<file path="src/rtl/qc_ldpc_enc.sv">
// rtl/qc_ldpc_enc.sv - systematic quasi-cyclic LDPC encoder, info blocks in, info+parity blocks out
// Parity block j is the XOR over info blocks i of u_i rotated by G_SHIFT(i,j).
module qc_ldpc_enc #(
    parameter int D = 8,
    parameter int R = 5,
    parameter int C = 3,
    parameter logic [(R-C)*C*$clog2(D)-1:0] G_SHIFT = 18'o753421
) (
    input  logic         clk,
    input  logic         rst,
    input  logic         in_valid,
    output logic         in_ready,
    input  logic [D-1:0] in_data,
    output logic         out_valid,
    input  logic         out_ready,
    output logic [D-1:0] out_data,
    output logic         out_last
);

    localparam int KB   = R - C;
    localparam int SH_W = $clog2(D);
    localparam int CW   = $clog2(R + 1);

    typedef enum logic {
        S_LOAD = 1'b0,
        S_SEND = 1'b1
    } state_t;

    state_t          state;
    state_t          state_nxt;
    logic [CW-1:0]   in_cnt;
    logic [CW-1:0]   out_cnt;
    logic [D-1:0]    info_buf [KB];
    logic [D-1:0]    par      [C];
    logic [D-1:0]    par_nxt  [C];
    logic [SH_W-1:0] shift_sel [C];
    logic            accept;
    logic            xfer;
    logic            last_in;

    // rot(x,s)[k] = x[(k+s) mod D]: shifting the doubled word right wraps the low bits around
    function automatic logic [D-1:0] rot(input logic [D-1:0] x, input logic [SH_W-1:0] s);
        logic [2*D-1:0] w;
        w = {x, x} >> s;
        return w[D-1:0];
    endfunction

    assign accept  = in_valid & in_ready;
    assign xfer    = out_valid & out_ready;
    assign last_in = (in_cnt == CW'(KB - 1));

    always_ff @(posedge clk or negedge rst) begin
        if (!rst) begin
            state <= S_LOAD;
        end else begin
            state <= state_nxt;
        end
    end

    always_comb begin
        state_nxt = state;
        case (state)
            S_LOAD: if (accept && last_in) state_nxt = S_SEND;
            S_SEND: if (xfer && out_last)  state_nxt = S_LOAD;
            default: state_nxt = S_LOAD;
        endcase
    end

    always_comb begin
        in_ready  = (state == S_LOAD);
        out_valid = (state == S_SEND);
        out_last  = (state == S_SEND) && (out_cnt == CW'(R - 1));
        out_data  = '0;
        if (state == S_SEND) begin
            for (int b = 0; b < R; b++) begin
                if (out_cnt == CW'(b)) begin
                    if (b < KB) out_data = info_buf[b];
                    else        out_data = par[b - KB];
                end
            end
        end
    end

    // Shift for the block being accepted is picked by in_cnt from the packed table
    always_comb begin
        for (int j = 0; j < C; j++) begin
            shift_sel[j] = '0;
            for (int i = 0; i < KB; i++) begin
                if (in_cnt == CW'(i)) shift_sel[j] = G_SHIFT[SH_W*(i*C+j) +: SH_W];
            end
            par_nxt[j] = par[j] ^ rot(in_data, shift_sel[j]);
        end
    end

    always_ff @(posedge clk or negedge rst) begin
        if (!rst) begin
            in_cnt  <= '0;
            out_cnt <= '0;
            for (int i = 0; i < KB; i++) info_buf[i] <= '0;
            for (int j = 0; j < C; j++)  par[j]      <= '0;
        end else begin
            if (accept) begin
                for (int i = 0; i < KB; i++) begin
                    if (in_cnt == CW'(i)) info_buf[i] <= in_data;
                end
                for (int j = 0; j < C; j++) par[j] <= par_nxt[j];
                if (last_in) begin
                    in_cnt  <= '0;
                    out_cnt <= '0;
                end else begin
                    in_cnt <= in_cnt + CW'(1);
                end
            end
            if (xfer) begin
                if (out_last) begin
                    out_cnt <= '0;
                    for (int j = 0; j < C; j++) par[j] <= '0;
                end else begin
                    out_cnt <= out_cnt + CW'(1);
                end
            end
        end
    end

endmodule

</file>
<file path="config.mk">
export PLATFORM = sky130hd
export DESIGN_NAME = qc_ldpc_enc
export DESIGN_NICKNAME = d
export VERILOG_FILES = /design/src/rtl/qc_ldpc_enc.sv
export SDC_FILE = /design/constraint.sdc
export NUM_CORES = 1
export LEC_CHECK = 0
export ABC_AREA = 1
export BUFFER_PORTS_ARGS = -buffer_cell sky130_fd_sc_hd__buf_2
export CORE_MARGIN = 4
export CORE_UTILIZATION = 40
export DETAILED_ROUTE_END_ITERATION = 6
export PLACE_DENSITY = 0.56
export SYNTH_ARGS = -nofsm -noshare
export SYNTH_HDL_FRONTEND = slang
export SYNTH_SLANG_ARGS = --single-unit
</file>
<file path="constraint.sdc">
create_clock -name clk -period 4 [get_ports clk]
set_input_delay 0.4 -clock clk [delete_from_list [all_inputs] [get_ports clk]]
set_output_delay 0.4 -clock clk [all_outputs]
set_load 0.02 [all_outputs]
</file>
==> results by group, run 1 <==
Clock network
  – Clock tree buffer depth: 2
  – H-tree depth: 2
  – Clk root buf: clkbuf_8
  – Clk sinks: 47
  – Num CTS Buffers: 5
  – CTS tree: yes
  – Worst-path clk slew: 90 ps
  – Hold_buf cts: 0
  – # resized after CTS: 0
  – Setup bufs post-CTS: 0
  – Worst-Skew Late Latency: 300 ps

STA
  – Worst Tran Pin Value: 778 ps
  – Hold slack: 194 ps
  – Fin crit share: 66.4%
  – Hold Fails Final Rpt: 0
  – Slew Viols, Final: 0
  – Slew HR: 48.1%
  – Highest clock rate: 0.377 GHz
  – Fin Clk Skew: 8.17 ps
  – Final min period: 2650 ps
  – RSZ-0062 raised after global routing: false
  – Total Neg Setup Slack: 0 ps
  – Setup Viol. Count Final: 0

Synthesis
  – Sequential area share after synthesis: 41.2%
  – Mux contribution to synthesized area: 0%
  – Post-Syn Area: 2860 sq um
  – Warnings from Yosys: 0
  – FF+latch count, synth: 47
  – Top cell type's share of synthesized area: 41.2%
  – Xor and xnor area share after synthesis: 0.613%
  – Mapped Nets: 414
  – Post-synth cell types: 26
  – Post-Syn Area per Cell: 7.19 sq um
  – Leading post-synthesis cells by cell area: dfrtp_1 (41%), nand2_1 (13%), nand3_1 (8.8%), nor2_1 (7.8%), inv_1 (5.1%)
  – Adder-cell share of the synthesized area: 2.19%
  – Compound-Gate Fraction of Synth Area: 9.25%
  – Post-Synth Simple-Gate Area: 37.8%
  – Largest family of logic cells by synthesized area: simple AND/OR/NAND/NOR gates
  – Dominant cell type by area after synthesis: dfrtp_1
  – Mapped Cells: 397

Worst setup path
  – R2R depth: 7
  – CP most frequent cell: inv_1
  – Levels on crit path: 7
  – Max incr delay on CP: 410 ps
  – Critical-path top delay cell: ha_1
  – CP max FO: 12
  – Crit path DAT: 2250 ps
  – Worst Path Buf+Inv: 4
  – CP Class: flip-flop to primary output
  – Crit path required time: 3600 ps
  – CP delay by family, top: buffers and inverters
  – CP Capture Type: primary output
  – Crit-path cells: inv_1, ha_1, inv_1, o21ai_0, inv_1, a21oi_1, buf_2
  – Setup crit start kind: flip-flop

Final layout
  – Footprint of the multi-input gates: 1420 sq um
  – Non-Filler Instances: 511
  – Diodes inserted: 0
  – Area delta synth->final: 7.63%
  – FF/Latch Area: 1180 sq um
  – Fillers: 726
  – Layout cell share with drive strength beyond 1: 13.3%
  – Final nets: 431
  – Post-route cell area: 3070 sq um

Floorplanning
  – Row count: 30
  – Starting Density: 41.6%
  – Height of the die: 92.5 um
  – Die W: 92.5 um
  – Area of the core: 6870 sq um
  – I/O pins: 23
  – Die area: 8550 sq um

GRT
  – First-pass GRT wire length: 12200 um
  – Vias in the first global route: 2439
  – Initial antenna violation count: 0
  – Tot GR Track Use: 18.2%
  – Gr ovfl total: 0
  – Largest net degree at the start of global routing: 48

Place
  – Placed wire-length estimate: 5320 um
  – Routability cong.: 0.901
  – Post-DP Area: 2990 sq um
  – Buffers on Ports: 22
  – Inst Count DP: 503

Pwr
  – Switching Fraction: 48.7%
  – Sequential Power Share: 37.7%
  – Max VDD drop: 299 uV
  – Clock network fraction of design power: 11.8%
  – P_leak: 1.64 nW
  – Net switching power: 1.17 mW
  – Logic gate share of total power: 50.6%
  – Internal power: 1.24 mW
  – Power Density: 784 nW/um^2

Worst hold path
  – Hold crit path type: input port to asynchronous set/reset pin

Drt
  – Wirelength per Cell: 14.3 um
  – Vias post-DR: 2517
  – Antenna-violating nets left: 0
  – Initial drt markers: 135
  – Drc violations: 0
  – Routed Wire Length: 7310 um
  – DR pass1 iterations: 6
  – Routed vias/inst: 4.93

Run status
  – Status: completed

Job
  – Max_cap viols: 0
[metal layers]
layer / vias to the layer above / global-route usage [%] / part of all wire [%]
met5: - / 0 / 0
met4: 0 / 3.59 / 1.3
met3: 12 / 3.25 / 5.1
met2: 62 / 30.1 / 47
met1: 1143 / 25.0 / 47
li1: 1300 / - / -
[metrics by stage]
stage | util [%] | power [mW] | worst slack [ps]
6_report | 44.7 | 2.41 | 1350
5_1_grt | 44.7 | 2.66 | 1150
4_1_cts | 44.7 | 2.44 | 1340
3_5_place_dp | 43.6 | 2.14 | 1690
3_3_place_gp | 43.6 | 2.12 | 1670
2_1_floorplan | - | 1.82 | 1930
[worst paths after layout]
kind                                to         from  slack [ps]
max reg2reg                    par[10]   out_cnt[0]        1820
max                        out_data[3]   out_cnt[2]        1350
min                        info_buf[9]          rst         190
max in group asynchronous      par[11]          rst        3380
min in group clk            out_cnt[2]    out_ready         440
min reg2reg                info_buf[1]  info_buf[1]         490
[cell usage in the layout (no fill, tap or decap), types with 4 or more instances in the layout]
master	instances
nand2_2	6
dfrtp_1	47
or2_2	7
nand3_1	50
ha_1	5
clkbuf_8	5
a21oi_1	15
nand4_1	6
o21ai_0	27
buf_2	22
o21ai_1	7
nor2_1	59
inv_1	39
nand2_1	98
nor2_2	4
[power groups by stage]
stage / Clock, mW / Sequential [mW] / Combinational, mW
finish: 0.284 / 0.908 / 1.22
global route: 0.319 / 0.946 / 1.39
CTS: 0.297 / 0.911 / 1.23
detailed placement: 0 / 0.918 / 1.22
global placement: 0 / 0.916 / 1.21
floorplan: 0 / 0.841 / 0.981
[registers in the layout, summed over array words and instances (netlist names)]
name / flops
par: 24
info_buf: 16
in_cnt: 3
out_cnt: 3
out_valid: 1
[cell usage after synthesis (all sizes together)]
master	count
a21oi	15
a31oi	2
buf	11
clkbuf	2
dfrtp	47
ha	5
inv	41
nand2	106
nand3	51
nand4	6
nor2	66
nor4	1
o21ai	34
o22ai	1
or2	7
xor2	2
[cell families after synthesis]
kind of cell               Yosys count
DFF                                 47
adders and majority gates            5
AOI/OAI and AO/OA                   52
buffers and inverters               54
xor gates and xnor gates             2
and+or+nand+nor                    237
[final cells by class]
type	count	share of cell area, %
repair buffers	23	3.83
well taps	96	3.91
clock inverters	1	0.163
clock buffers	7	2.48
inverters	41	5.01
multi-input cells	296	46.3
flip-flops and latches	47	38.3
No activity file was read; power rests on OpenSTA's default activity.
==> inputs of run 2 (changes only) <==
Settings changed: PLACE_DENSITY 0.56 to 0.58.
Clock period 4 ns to 2.22 ns, I/O delays scaled along.
==> run 2 against run 1 <==
  * Critical endpoint is now out_data[0]
  * Via count rose by 3.4%
  * Clock-buffer cell count stayed put
  * Die area stayed put
  * Flip-flop and latch count stayed put
  * Sequential share of layout area fell by 1.5 points
  * Register-to-register slack got worse by 1300 ps
  * Total power rose by 87%
  * Worst hold slack improved by 63 ps
  * Clock power is 81% higher
  * First-iteration DRC count up 60%
==> results by group, run 2 (synthesis gave the netlist of run 1 again) <==
STA
  – Final min period: 2100 ps
  – Setup Viol. Count Final: 0
  – Hold Fails Final Rpt: 0
  – Slew HR: 51.6%
  – Fin crit share: 94.6%
  – Worst Tran Pin Value: 726 ps
  – Total Neg Setup Slack: 0 ps
  – Hold slack: 257 ps
  – Fin Clk Skew: 10.0 ps
  – Highest clock rate: 0.476 GHz
  – Slew Viols, Final: 0

Worst hold path
  – Hold wc startpoint: out_ready
  – Worst min-delay path endpoint: out_cnt[2]
  – WHS Path Cells: 4
  – Hold crit path type: input port to flip-flop

Worst setup path
  – Worst Path Buf+Inv: 4
  – Crit path DAT: 1880 ps
  – CP most frequent cell: nand3_1
  – CP max FO: 7
  – R2R Setup Slk: 500 ps
  – CP delay by family, top: buffers and inverters
  – Capturing point of the worst reg2reg path: par[7]
  – Setup crit start kind: flip-flop
  – CP Class: flip-flop to primary output
  – R2R depth: 6
  – Critical-path top delay cell: dfrtp_1
  – Max incr delay on CP: 430 ps
  – Crit-path cells: inv_1, ha_1, inv_1, nor2_2, buf_6, nand3_1, nand3_1, nand3_1, a21oi_1, buf_2
  – Crit path required time: 2000 ps
  – CP Capture Type: primary output
  – R2r startpoint: out_valid

Drt
  – Routed vias/inst: 4.99
  – Initial drt markers: 216
  – Routed Wire Length: 7560 um
  – Wirelength per Cell: 14.5 um
  – Antenna-violating nets left: 0
  – Vias post-DR: 2602
  – Drc violations: 0
  – DR pass1 iterations: 5

Final layout
  – Most common cell after layout, fill and taps aside: nand2_1
  – Area delta synth->final: 11.9%
  – Diodes inserted: 0
  – Largest regs: par (24), info_buf (16)
  – Post-layout util: 46.5%
  – Commonest non-fill, non-tap cells in the layout: nand2_1 (98), nor2_1 (58), nand3_1 (49), dfrtp_1 (47), inv_1 (39)
  – Final nets: 441
  – Reg with most FFs: par
  – Max FFs per register: 24
  – Layout cell share with drive strength beyond 1: 16.0%

GRT
  – Vias in the first global route: 2380
  – Initial antenna violation count: 0
  – Gr ovfl total: 0
  – Tot GR Track Use: 18.6%
  – First-pass GRT wire length: 12300 um
  – Largest net degree at the start of global routing: 23

Clock network
  – Clk root buf: clkbuf_8
  – Worst-path clk slew: 90 ps
  – CTS tree: yes
  – Num CTS Buffers: 5
  – H-tree depth: 2
  – Clk sinks: 47
  – Worst-Skew Late Latency: 300 ps
  – Setup bufs post-CTS: 0
  – Clock tree buffer depth: 2

Floorplanning
  – Starting Density: 41.6%
  – Row count: 30
  – Area of the core: 6870 sq um
  – Die area: 8550 sq um
  – Height of the die: 92.5 um
  – Die W: 92.5 um
  – I/O pins: 23

Place
  – Placed wire-length estimate: 5690 um
  – Routability cong.: 0.931
  – Buffers on Ports: 22

Pwr
  – P_leak: 1.70 nW
  – Power Density: 1410 nW/um^2
  – Max VDD drop: 615 uV

Job
  – Max_cap viols: 0

Run status
  – Status: completed
[run 2: cell types whose count changed in the layout (fill, tap and decap cells not counted), sizes merged]
cell	delta
buf	+9
dlygate4sd3	+1
[run 2: stage by stage]
| step | worst slack (ps) | instances | power (mW) | cell area (sq um) |
|---|---|---|---|---|
| 6_report | 119 | 521 | 4.51 | 3200 |
| 5_1_grt | -8.76 | 521 | 4.96 | 3200 |
| 4_1_cts | 82.0 | 521 | 4.46 | 3160 |
| 3_5_place_dp | 427 | 512 | 3.93 | 3070 |
| 3_3_place_gp | 420 | 512 | 3.90 | 3070 |
| 2_1_floorplan | 331 | 397 | 3.28 | 2860 |
[run 2: layout make-up]
type	instances	area (sq um)
Fill cell	714	3670
Multi-Input combinational cell	296	1440
Sequential cell	47	1180
Timing Repair Buffer	33	226
Inverter	41	154
Tap cell	96	120
Clock buffer	7	76.3
Clock inverter	1	5.00
[run 2: worst max-delay path by stage]
stage,startpoint,to,slack (ps),depth (start not counted)
3_3_place_gp,out_cnt[0],out_data[2],420,10
6_report,out_cnt[0],out_data[0],120,10
5_1_grt,out_cnt[0],out_data[1],-9,10
4_1_cts,out_cnt[0],out_data[0],80,10
2_1_floorplan,out_cnt[2],out_data[3],330,8
3_5_place_dp,out_cnt[0],out_data[0],430,10
[run 2: what timing repair did]
action	4_1_cts	5_1_grt
resized for setup	0	10
setup endpoints to repair	0	8
hold buffers	1	0
hold endpoints to repair	11	0
[run 2: worst register-to-register path: stages (launching register included)]
cell	delay, ps
dfrtp_1	660
nor2_8	400
nand2_1	170
nor2_1	230
nand2_1	70
nand2_1	60
nor2_1	40
[run 2: where the power goes]
group	switching, mW	internal, mW	total [mW]
clock	0.291	0.222	0.513
combinational	1.47	0.865	2.34
sequential	0.386	1.27	1.66
total	2.15	2.36	4.51
[run 2: layer usage]
layer  track usage, %  wire length (um)  up-vias
met5                0                 0        -
met3             3.01               348        9
met4             5.94               112        0
met1             25.4              3570     1197
met2             30.0              3530       75
li1                 -                 -     1321
==> inputs of run 3 (changes only) <==
Settings changed: CELL_PAD_IN_SITES_DETAIL_PLACEMENT set to 1, CELL_PAD_IN_SITES_GLOBAL_PLACEMENT set to 1, CORE_UTILIZATION 40 to 39, PLACE_DENSITY 0.58 to 0.74.
==> run 3 against run 2 <==
  * Largest power group unchanged
  * Largest cell class unchanged
  * Clock skew up 1.2 ps
  * Register-to-register slack worse by 30 ps
  * Global-route usage up 2.3 points
  * Setup slack worse by 55 ps
  * Via count up 4.3%
==> results by group, run 3 (synthesis gave the netlist of run 1 again) <==
Drt
  – Drc violations: 0
  – DR pass1 iterations: 4
  – Initial drt markers: 140
  – Vias post-DR: 2713
  – Routed Wire Length: 8760 um
  – Antenna-violating nets left: 0
  – Routed vias/inst: 5.18
  – Wirelength per Cell: 16.7 um

STA
  – Fin crit share: 97.1%
  – Fin Clk Skew: 11.2 ps
  – Slew Viols, Final: 0
  – Worst Tran Pin Value: 786 ps
  – RSZ-0062 raised after global routing: true
  – Hold slack: 254 ps
  – Setup Viol. Count Final: 0
  – Hold Fails Final Rpt: 0
  – Highest clock rate: 0.464 GHz
  – Final min period: 2160 ps
  – Total Neg Setup Slack: 0 ps
  – Slew HR: 47.6%

Worst setup path
  – CP Class: flip-flop to primary output
  – Crit path DAT: 1930 ps
  – Crit path required time: 2000 ps
  – R2R Setup Slk: 470 ps
  – Capturing point of the worst reg2reg path: par[7]
  – CP Capture Type: primary output
  – R2r startpoint: out_valid
  – CP max FO: 8
  – R2R depth: 6
  – Setup crit start kind: flip-flop

Pwr
  – Power Density: 1510 nW/um^2
  – Tot Pwr: 5.03 mW
  – P_leak: 1.75 nW
  – Max VDD drop: 543 uV

Final layout
  – Area delta synth->final: 16.9%
  – Post-layout util: 48.1%
  – Fillers: 902
  – Max FFs per register: 24
  – Most common cell after layout, fill and taps aside: nand2_1
  – Layout cell share with drive strength beyond 1: 21.0%
  – Largest regs: par (24), info_buf (16)
  – Post-route cell area: 3340 sq um
  – Commonest non-fill, non-tap cells in the layout: nand2_1 (97), nor2_1 (59), dfrtp_1 (47), nand3_1 (43), inv_1 (34)
  – Diodes inserted: 0
  – Reg with most FFs: par
  – Final nets: 444

Floorplanning
  – I/O pins: 23
  – Starting Density: 41.1%
  – Die area: 8750 sq um
  – Row count: 30
  – Height of the die: 93.6 um
  – Area of the core: 6940 sq um
  – Die W: 93.6 um

Worst hold path
  – Worst min-delay path endpoint: info_buf[5]
  – WHS Path Cells: 3
  – Hold crit path type: input port to flip-flop
  – Hold wc startpoint: in_data[5]

GRT
  – GR met1 Demand/Resource: 27.2%
  – Vias in the first global route: 2708
  – Grt met3 use: 2.74%
  – Grt met2 use: 36.6%
  – Tot GR Track Use: 20.9%
  – Largest net degree at the start of global routing: 30
  – First-pass GRT wire length: 14000 um
  – Gr ovfl total: 0
  – Initial antenna violation count: 0
  – Most crowded layer after global routing: met2

Clock network
  – CTS tree: yes
  – Clk root buf: clkbuf_8
  – Worst-path clk slew: 100 ps
  – H-tree depth: 2
  – Num CTS Buffers: 5
  – Clk sinks: 47
  – Clock tree buffer depth: 2
  – Worst-Skew Late Latency: 310 ps

Run status
  – Status: completed

Place
  – Post-DP Area: 3060 sq um
  – Buffers on Ports: 22
  – Routability cong.: 0.866
  – Placed wire-length estimate: 6450 um

Job
  – Max_cap viols: 0
[run 3: changes by cell type in the layout (fill, tap and decap cells not counted), sizes merged]
cell	change
buf	+3
clkinvlp	+2
inv	-1
clkinv	-1
bufinv	+2
clkbuf	-2
[run 3: worst max-delay path by stage]
| stage | start | end | slack, ps |
|---|---|---|---|
| after floorplan | out_cnt[2] | out_data[3] | 330 |
| after global placement | out_cnt[0] | out_data[4] | 370 |
| after detailed placement | out_cnt[0] | out_data[3] | 300 |
| after CTS | out_cnt[1] | out_data[7] | 7 |
| after global routing | out_cnt[0] | out_data[0] | -20 |
| final | out_cnt[0] | out_data[0] | 60 |
[run 3: cell type report]
class | count | area (sq um) | area share, %
Clock buffer | 5 | 68.8 | 2.06
Tap cell | 96 | 120 | 3.60
Sequential cell | 47 | 1180 | 35.2
Inverter | 41 | 158 | 4.72
Clock inverter | 3 | 67.6 | 2.02
Timing Repair Buffer | 36 | 254 | 7.61
Multi-Input combinational cell | 296 | 1490 | 44.7
[run 3: stage by stage]
step / worst slack (ps) / cells
5_1_grt: -19.3 / 524
2_1_floorplan: 331 / 397
3_5_place_dp: 296 / 511
4_1_cts: 6.65 / 523
6_report: 63.9 / 524
3_3_place_gp: 371 / 511
[run 3: worst max-delay path, stage by stage (launching register included)]
cell and delay, ps:
dfrtp_1 450, inv_2 80, ha_2 180, inv_1 40, nor2_1 100, buf_4 180, nand3_1 120, nand3_1 100
nand3_1 90, a21oi_2 140, buf_4 160
[run 3: report_power, final]
group          switching (mW)  internal, mW
clock network           0.324         0.450
registers               0.415          1.27
logic                    1.61         0.962
[run 3: timing repair]
item                                    4_1_cts  5_1_grt
endpoints found under the setup margin        8        8
gates resized for setup                       3       30
hold buffers                                  1        0
buffers inserted                              3        1
pin swaps                                     0        1
endpoints found under the hold margin        22        0
[run 3: routing by layer]
layer	wire length, um	up-vias
li1	-	1326
met1	4030	1333
met2	4310	40
met3	261	14
met4	161	0
met5	0	-
